===== src/rtl/gate_sweep_pkg.sv =====
// Shared types and constants for the 2-input gate sweep controller.
package gate_sweep_pkg;

    localparam int NUM_VEC = 4;
    localparam int IDX_W   = $clog2(NUM_VEC);
    localparam int CNT_W   = 4;
    localparam int ERR_W   = 3;

    typedef enum logic [2:0] {
        IDLE,
        APPLY,
        WAIT,
        SAMPLE,
        DONE
    } state_t;

endpackage


===== src/rtl/gate_sweep_ctrl_if.sv =====
// Handshake and gate-stimulus bundle between the sweep controller and its user/DUT side.
interface gate_sweep_ctrl_if;
    import gate_sweep_pkg::*;

    logic               start;
    logic               y;
    logic               a;
    logic               b;
    logic               busy;
    logic               done;
    logic               pass;
    logic [ERR_W-1:0]   err_cnt;
    logic [NUM_VEC-1:0] err_vec;

    modport master (
        output start, y,
        input  a, b, busy, done, pass, err_cnt, err_vec
    );

    modport slave (
        input  start, y,
        output a, b, busy, done, pass, err_cnt, err_vec
    );

endinterface


===== src/rtl/sweep_settle_timer.sv =====
// Load/decrement settle counter; zero flags the decrement that brings the count to 0.
module sweep_settle_timer
    import gate_sweep_pkg::*;
(
    input  logic             clk,
    input  logic             rst_n,
    input  logic             load,
    input  logic [CNT_W-1:0] load_val,
    input  logic             dec,
    output logic             zero
);

    logic [CNT_W-1:0] cnt;

    always_ff @(posedge clk) begin
        if (!rst_n) begin
            cnt <= '0;
        end else if (load) begin
            cnt <= load_val;
        end else if (dec && cnt != '0) begin
            cnt <= cnt - 1'b1;
        end
    end

    // Flag the last wait cycle so the FSM leaves WAIT after exactly load_val cycles.
    assign zero = dec && (cnt == CNT_W'(1));

endmodule


===== src/rtl/gate_sweep_ctrl.sv =====
// Clocked self-checking sweep of a 2-input gate against a truth table.
// Optional GATE_SWEEP_ERRVEC_EN: keep a per-vector mismatch register on err_vec.
module gate_sweep_ctrl
    import gate_sweep_pkg::*;
#(
    parameter int                 SETTLE = 2,
    parameter logic [NUM_VEC-1:0] TRUTH  = 4'b1000
) (
    input  logic              clk,
    input  logic              rst_n,
    gate_sweep_ctrl_if.slave  bus
);

    if (SETTLE < 1 || SETTLE > (2**CNT_W) - 1) begin : g_settle_range
        $error("gate_sweep_ctrl: SETTLE must be in 1..15");
    end

    state_t             state;
    state_t             state_nxt;
    logic [IDX_W-1:0]   idx;
    logic [IDX_W-1:0]   idx_nxt;
    logic [1:0]         ab;
    logic [1:0]         ab_nxt;
    logic               busy_r;
    logic               busy_nxt;
    logic               done_r;
    logic               done_nxt;
    logic               pass_r;
    logic               pass_nxt;
    logic [ERR_W-1:0]   err_cnt_r;
    logic               accept;
    logic               miss;
    logic               tmr_load;
    logic               tmr_dec;
    logic               tmr_zero;

    sweep_settle_timer u_timer (
        .clk      (clk),
        .rst_n    (rst_n),
        .load     (tmr_load),
        .load_val (CNT_W'(SETTLE)),
        .dec      (tmr_dec),
        .zero     (tmr_zero)
    );

    always_ff @(posedge clk) begin
        if (!rst_n) begin
            state <= IDLE;
        end else begin
            state <= state_nxt;
        end
    end

    always_comb begin
        state_nxt = state;
        idx_nxt   = idx;
        ab_nxt    = ab;
        busy_nxt  = busy_r;
        done_nxt  = 1'b0;
        pass_nxt  = pass_r;
        accept    = 1'b0;
        miss      = 1'b0;
        tmr_load  = 1'b0;
        tmr_dec   = 1'b0;
        case (state)
            IDLE: begin
                if (bus.start) begin
                    accept    = 1'b1;
                    idx_nxt   = '0;
                    pass_nxt  = 1'b0;
                    busy_nxt  = 1'b1;
                    state_nxt = APPLY;
                end
            end
            APPLY: begin
                ab_nxt    = idx;
                tmr_load  = 1'b1;
                state_nxt = WAIT;
            end
            WAIT: begin
                tmr_dec = 1'b1;
                if (tmr_zero) begin
                    state_nxt = SAMPLE;
                end
            end
            SAMPLE: begin
                miss = (bus.y != TRUTH[idx]);
                if (idx == IDX_W'(NUM_VEC - 1)) begin
                    state_nxt = DONE;
                end else begin
                    idx_nxt   = idx + 1'b1;
                    state_nxt = APPLY;
                end
            end
            DONE: begin
                done_nxt  = 1'b1;
                busy_nxt  = 1'b0;
                pass_nxt  = (err_cnt_r == '0);
                state_nxt = IDLE;
            end
            default: state_nxt = IDLE;
        endcase
    end

    // At most NUM_VEC misses per sweep, so err_cnt never wraps.
    always_ff @(posedge clk) begin
        if (!rst_n) begin
            idx       <= '0;
            ab        <= '0;
            busy_r    <= 1'b0;
            done_r    <= 1'b0;
            pass_r    <= 1'b0;
            err_cnt_r <= '0;
        end else begin
            idx    <= idx_nxt;
            ab     <= ab_nxt;
            busy_r <= busy_nxt;
            done_r <= done_nxt;
            pass_r <= pass_nxt;
            if (accept) begin
                err_cnt_r <= '0;
            end else if (miss) begin
                err_cnt_r <= err_cnt_r + 1'b1;
            end
        end
    end

`ifdef GATE_SWEEP_ERRVEC_EN
    logic [NUM_VEC-1:0] err_vec_r;

    always_ff @(posedge clk) begin
        if (!rst_n) begin
            err_vec_r <= '0;
        end else if (accept) begin
            err_vec_r <= '0;
        end else if (miss) begin
            err_vec_r[idx] <= 1'b1;
        end
    end

    assign bus.err_vec = err_vec_r;
`else
    assign bus.err_vec = '0;
`endif

    assign bus.a       = ab[1];
    assign bus.b       = ab[0];
    assign bus.busy    = busy_r;
    assign bus.done    = done_r;
    assign bus.pass    = pass_r;
    assign bus.err_cnt = err_cnt_r;

endmodule

===== src/flat_wrapper.sv =====
// flat-port wrapper written by rule: the top's interface ports become plain ports
module gate_sweep_ctrl_flat import gate_sweep_pkg::*;
#(
    parameter int                 SETTLE = 2,
    parameter logic [NUM_VEC-1:0] TRUTH  = 4'b1000
)
  (clk, rst_n, bus_start, bus_y, bus_a, bus_b, bus_busy, bus_done, bus_pass, bus_err_cnt, bus_err_vec);
  gate_sweep_ctrl_if bus_i ();
  input  logic clk;
  input  logic rst_n;
  input wire logic [$bits(bus_i.start)-1:0] bus_start;
  input wire logic [$bits(bus_i.y)-1:0] bus_y;
  output wire logic [$bits(bus_i.a)-1:0] bus_a;
  output wire logic [$bits(bus_i.b)-1:0] bus_b;
  output wire logic [$bits(bus_i.busy)-1:0] bus_busy;
  output wire logic [$bits(bus_i.done)-1:0] bus_done;
  output wire logic [$bits(bus_i.pass)-1:0] bus_pass;
  output wire logic [$bits(bus_i.err_cnt)-1:0] bus_err_cnt;
  output wire logic [$bits(bus_i.err_vec)-1:0] bus_err_vec;
  assign bus_i.start = bus_start;
  assign bus_i.y = bus_y;
  assign bus_a = bus_i.a;
  assign bus_b = bus_i.b;
  assign bus_busy = bus_i.busy;
  assign bus_done = bus_i.done;
  assign bus_pass = bus_i.pass;
  assign bus_err_cnt = bus_i.err_cnt;
  assign bus_err_vec = bus_i.err_vec;
  gate_sweep_ctrl #(.SETTLE(SETTLE), .TRUTH(TRUTH)) u_core (.clk(clk), .rst_n(rst_n), .bus(bus_i));
endmodule

===== config.mk =====
export PLATFORM = sky130hd
export DESIGN_NAME = gate_sweep_ctrl_flat
export DESIGN_NICKNAME = d
export VERILOG_FILES = /design/src/rtl/gate_sweep_pkg.sv /design/src/rtl/gate_sweep_ctrl_if.sv /design/src/rtl/sweep_settle_timer.sv /design/src/rtl/gate_sweep_ctrl.sv /design/src/flat_wrapper.sv
export SDC_FILE = /design/constraint.sdc
export NUM_CORES = 1
export LEC_CHECK = 0
export CAP_MARGIN = 20
export CORE_UTILIZATION = 50
export DETAILED_ROUTE_END_ITERATION = 12
export GPL_TIMING_DRIVEN = 0
export PLACE_DENSITY = 0.77
export SLEW_MARGIN = 25
export SYNTH_ARGS = -nofsm -noshare
export SYNTH_HDL_FRONTEND = slang
export SYNTH_SLANG_ARGS = --single-unit

===== constraint.sdc =====
create_clock -name clk -period 2.15 [get_ports clk]
set_clock_uncertainty 0.05 [all_clocks]
set_input_delay 0.3225 -clock clk [delete_from_list [all_inputs] [get_ports clk]]
set_output_delay 0.3225 -clock clk [all_outputs]
set_load 0.005 [all_outputs]

==> key figures <==
Synth
  – Post-Syn Area per Cell: 9.02 um^2
  – Number of synthesized flops with an enable pin: 0
  – Most common cell in the synthesized netlist: dfxtp_1
  – Number of synthesis warnings: 0
  – Synthesized flop and latch total: 17
  – Seq/Total Area, Yosys: 38.9%
  – Synth area leaders: dfxtp_1 39%, ha_1 7.2%, a21oi_1 5.2%, mux2i_1 3.4%, buf_4 3.4%
  – Top post-synthesis cells by count: 17 x dfxtp_1, 9 x a21oi_1, 8 x inv_1
  – Predominant post-synthesis flop cell: dfxtp_1
  – Mapped Cells: 97
  – Synth cell types: 34
  – Post-synth top area share: 38.9%
  – Synthesized area: 875 um^2
  – Asr flop ratio synth: 0%
  – Post-synth top area cell: dfxtp_1

Layout
  – N_diodes: 0
  – Fill cell total of the finished layout: 126
  – Area growth from synthesis to layout: 19.2%
  – Final-stage net count: 125
  – Share of cells above drive strength 1: 13.0%

Critical path
  – Startpoint Class: flop
  – Top Family by Delay on Critical Path: simple AND/OR/NAND/NOR gates
  – CP max stage delay: 0.54 ns
  – CP max stage cell: or3b_2
  – Crit path kind: reg2reg
  – CP Data Required Time: 2.31 ns
  – Sum of buffers and inverters on the critical path: 1
  – R2R cell count: 4
  – RR Endpoint: u_core.bus.pass
  – Critical path arrival: 1.87 ns
  – Critical Path Sink Type: flop
  – RR Startpoint: u_core.state[2]
  – R2R Setup Slk: 0.43 ns
  – CP Cell Sequence: clkbuf_1, or3b_2, and3_1, o21a_1
  – Critical path fanouts, max: 10

CTS
  – # resized after CTS: 0
  – CTS sink cnt: 17
  – Clock Pin Slew Worst Setup and Hold Paths: 0.10 ns
  – Clock Tree Buf Depth: 2
  – Htree depth: 1
  – Total clock buffers created by CTS: 3
  – CTS tree: yes
  – Root buf cell: clkbuf_4
  – Post-CTS setup buffers: 0
  – Later-pin clock latency in the skew report: 0.30 ns
  – Post-CTS Hold Fix Bufs: 0

Place
  – IO buf count: 11
  – DP Wirelength: 1.15 mm
  – Pre-CTS WS: 0.193 ns
  – GPL Wtd Cong: 0.746

Floorplan
  – Die H: 43.8 um
  – Initial Util: 55.5%
  – Core area: 1580 um^2
  – Die Width: 43.8 um
  – Ports: 16
  – Std-Cell Rows: 14
  – Die area: 1920 um^2

Pwr
  – Total power: 0.682 mW
  – VDD IR max: 0.443 mV
  – LEAKAGE: 0.405 nW
  – Cell Pwr Density: 655 nW/um^2

Drt
  – Vias/cell: 5.54
  – Detail Route Antenna Nets: 0
  – Final wirelength: 1.66 mm
  – # DRC: 0
  – Drt first pass iters: 4
  – Total number of vias: 726
  – WL/cell: 12.7 um
  – Starting DRT DRC Count: 13

Timing
  – Period utilization: 79.9%
  – RSZ-0062 raised after global routing: no
  – Tightest Pin Transition: 0.707 ns
  – Fmax: 582 MHz
  – Final min period: 1.72 ns
  – Setup_tns: 0 ns
  – Worst setup slack after layout: 0.433 ns
  – Max-slew headroom: 52.7%
  – # setup viols final: 0
  – Max-slew violations: 0
  – Final hold vios: 0

Hold path
  – Hold path depth: 2
  – Worst min path class: reg2reg
  – Min-delay src: u_core.bus.busy
  – Hold EP: u_core.bus.busy

GRT
  – Grt ovf: 0
  – Initial antenna violation count: 0
  – Pin count of the biggest net entering global routing: 11
  – All-layer global routing usage: 21.0%
  – First-pass GRT wire length: 2.86 mm
  – Vias in the first global route: 629

Job
  – # Max-Cap Violations: 0

Run status
  – Status: completed
==> worst max-delay path by stage <==
| stage | depth (start not counted) | start | endpoint | slack (ns) |
|---|---|---|---|---|
| finish | 4 | u_core.state[2] | u_core.bus.pass | 0.43 |
| global route | 5 | u_core.u_timer.cnt[0] | u_core.u_timer.cnt[1] | 0.25 |
| CTS | 4 | u_core.state[2] | u_core.bus.pass | 0.43 |
| detailed placement | 5 | bus_start | u_core.bus.pass | 0.19 |
| global placement | 5 | bus_start | u_core.bus.pass | 0.22 |
| floorplan | 5 | u_core.state[1] | u_core.u_timer.cnt[3] | 0.56 |
==> cell type report <==
cell class / instances / area (um^2) / share of cell area (%)
timing repair buffer: 11 / 110 / 10.6
buffer: 9 / 57.6 / 5.52
tap: 16 / 20.0 / 1.92
sequential: 17 / 340 / 32.7
clock buffer: 4 / 26.3 / 2.52
multi-input combinational: 66 / 458 / 43.9
inverter: 8 / 30.0 / 2.88
==> registers in the layout, summed over array words and instances (netlist names) <==
signal / flops
u_core.ab: 2
u_core.bus.done: 1
u_core.state: 3
u_core.idx: 2
u_core.bus.busy: 1
u_core.bus.pass: 1
u_core.bus.err_cnt: 3
u_core.u_timer.cnt: 4
==> metrics by stage <==
step | hold slack, ns | util [%] | area, um^2 | std cells
2_1_floorplan | 0.390 | - | 886 | 100
3_3_place_gp | 0.397 | 64.4 | 1020 | 127
3_5_place_dp | 0.400 | 64.4 | 1020 | 127
4_1_cts | 0.419 | 66.1 | 1040 | 131
5_1_grt | 0.459 | 66.1 | 1040 | 131
6_report | 0.418 | 66.1 | 1040 | 131
==> placed cells by master, fill, tap and decap left out, types with 2 or more instances in the layout <==
master	instances
dfxtp_1	17
clkdlybuf4s50_1	11
a21oi_1	9
inv_1	8
nand2_1	5
nor2_1	5
ha_1	5
clkbuf_1	4
or4_1	4
buf_4	4
conb_1	4
or3b_2	3
nor3b_1	3
mux2i_1	3
o31ai_1	3
clkbuf_4	3
nand3_1	2
xnor2_1	2
o311ai_0	2
o21ai_0	2
==> per-layer routing <==
| metal | global-route usage [%] | part of all wire [%] | vias to the layer above |
|---|---|---|---|
| met5 | 0 | 0 | - |
| met4 | 13.1 | 2.5 | 0 |
| met3 | 5.00 | 3.7 | 5 |
| met2 | 25.7 | 39 | 14 |
| met1 | 31.9 | 55 | 329 |
| li1 | - | - | 378 |
==> worst register-to-register path, delay by kind of cell, from the launching register on <==
family	cells	cell delay, ns
buffers and inverters	1	0.29
flip-flops	1	0.38
AO/OA/AOI/OAI	1	0.16
AND/OR/NAND/NOR	2	0.74
==> cell families (layout without fill, tap and decap cells) <==
group	after synthesis	after routing	synth area share (%)
AND/OR/NAND/NOR	33	33	24.2
AO/OA/AOI/OAI	19	19	13.9
flip-flops	17	17	38.9
buffers and inverters	17	32	10.0
adder cells (fa/ha/maj)	5	5	7.15
multiplexers	3	3	3.43
XOR/XNOR	2	2	2.00
other	1	4	0.429
==> report_power, final <==
part | switching [mW] | total (mW) | internal, mW
combinational | 0.0783 | 0.151 | 0.0722
clock | 0.110 | 0.182 | 0.0725
sequential | 0.0162 | 0.350 | 0.333
total | 0.204 | 0.682 | 0.478
Note: power is estimated with default switching activity, not from simulation.
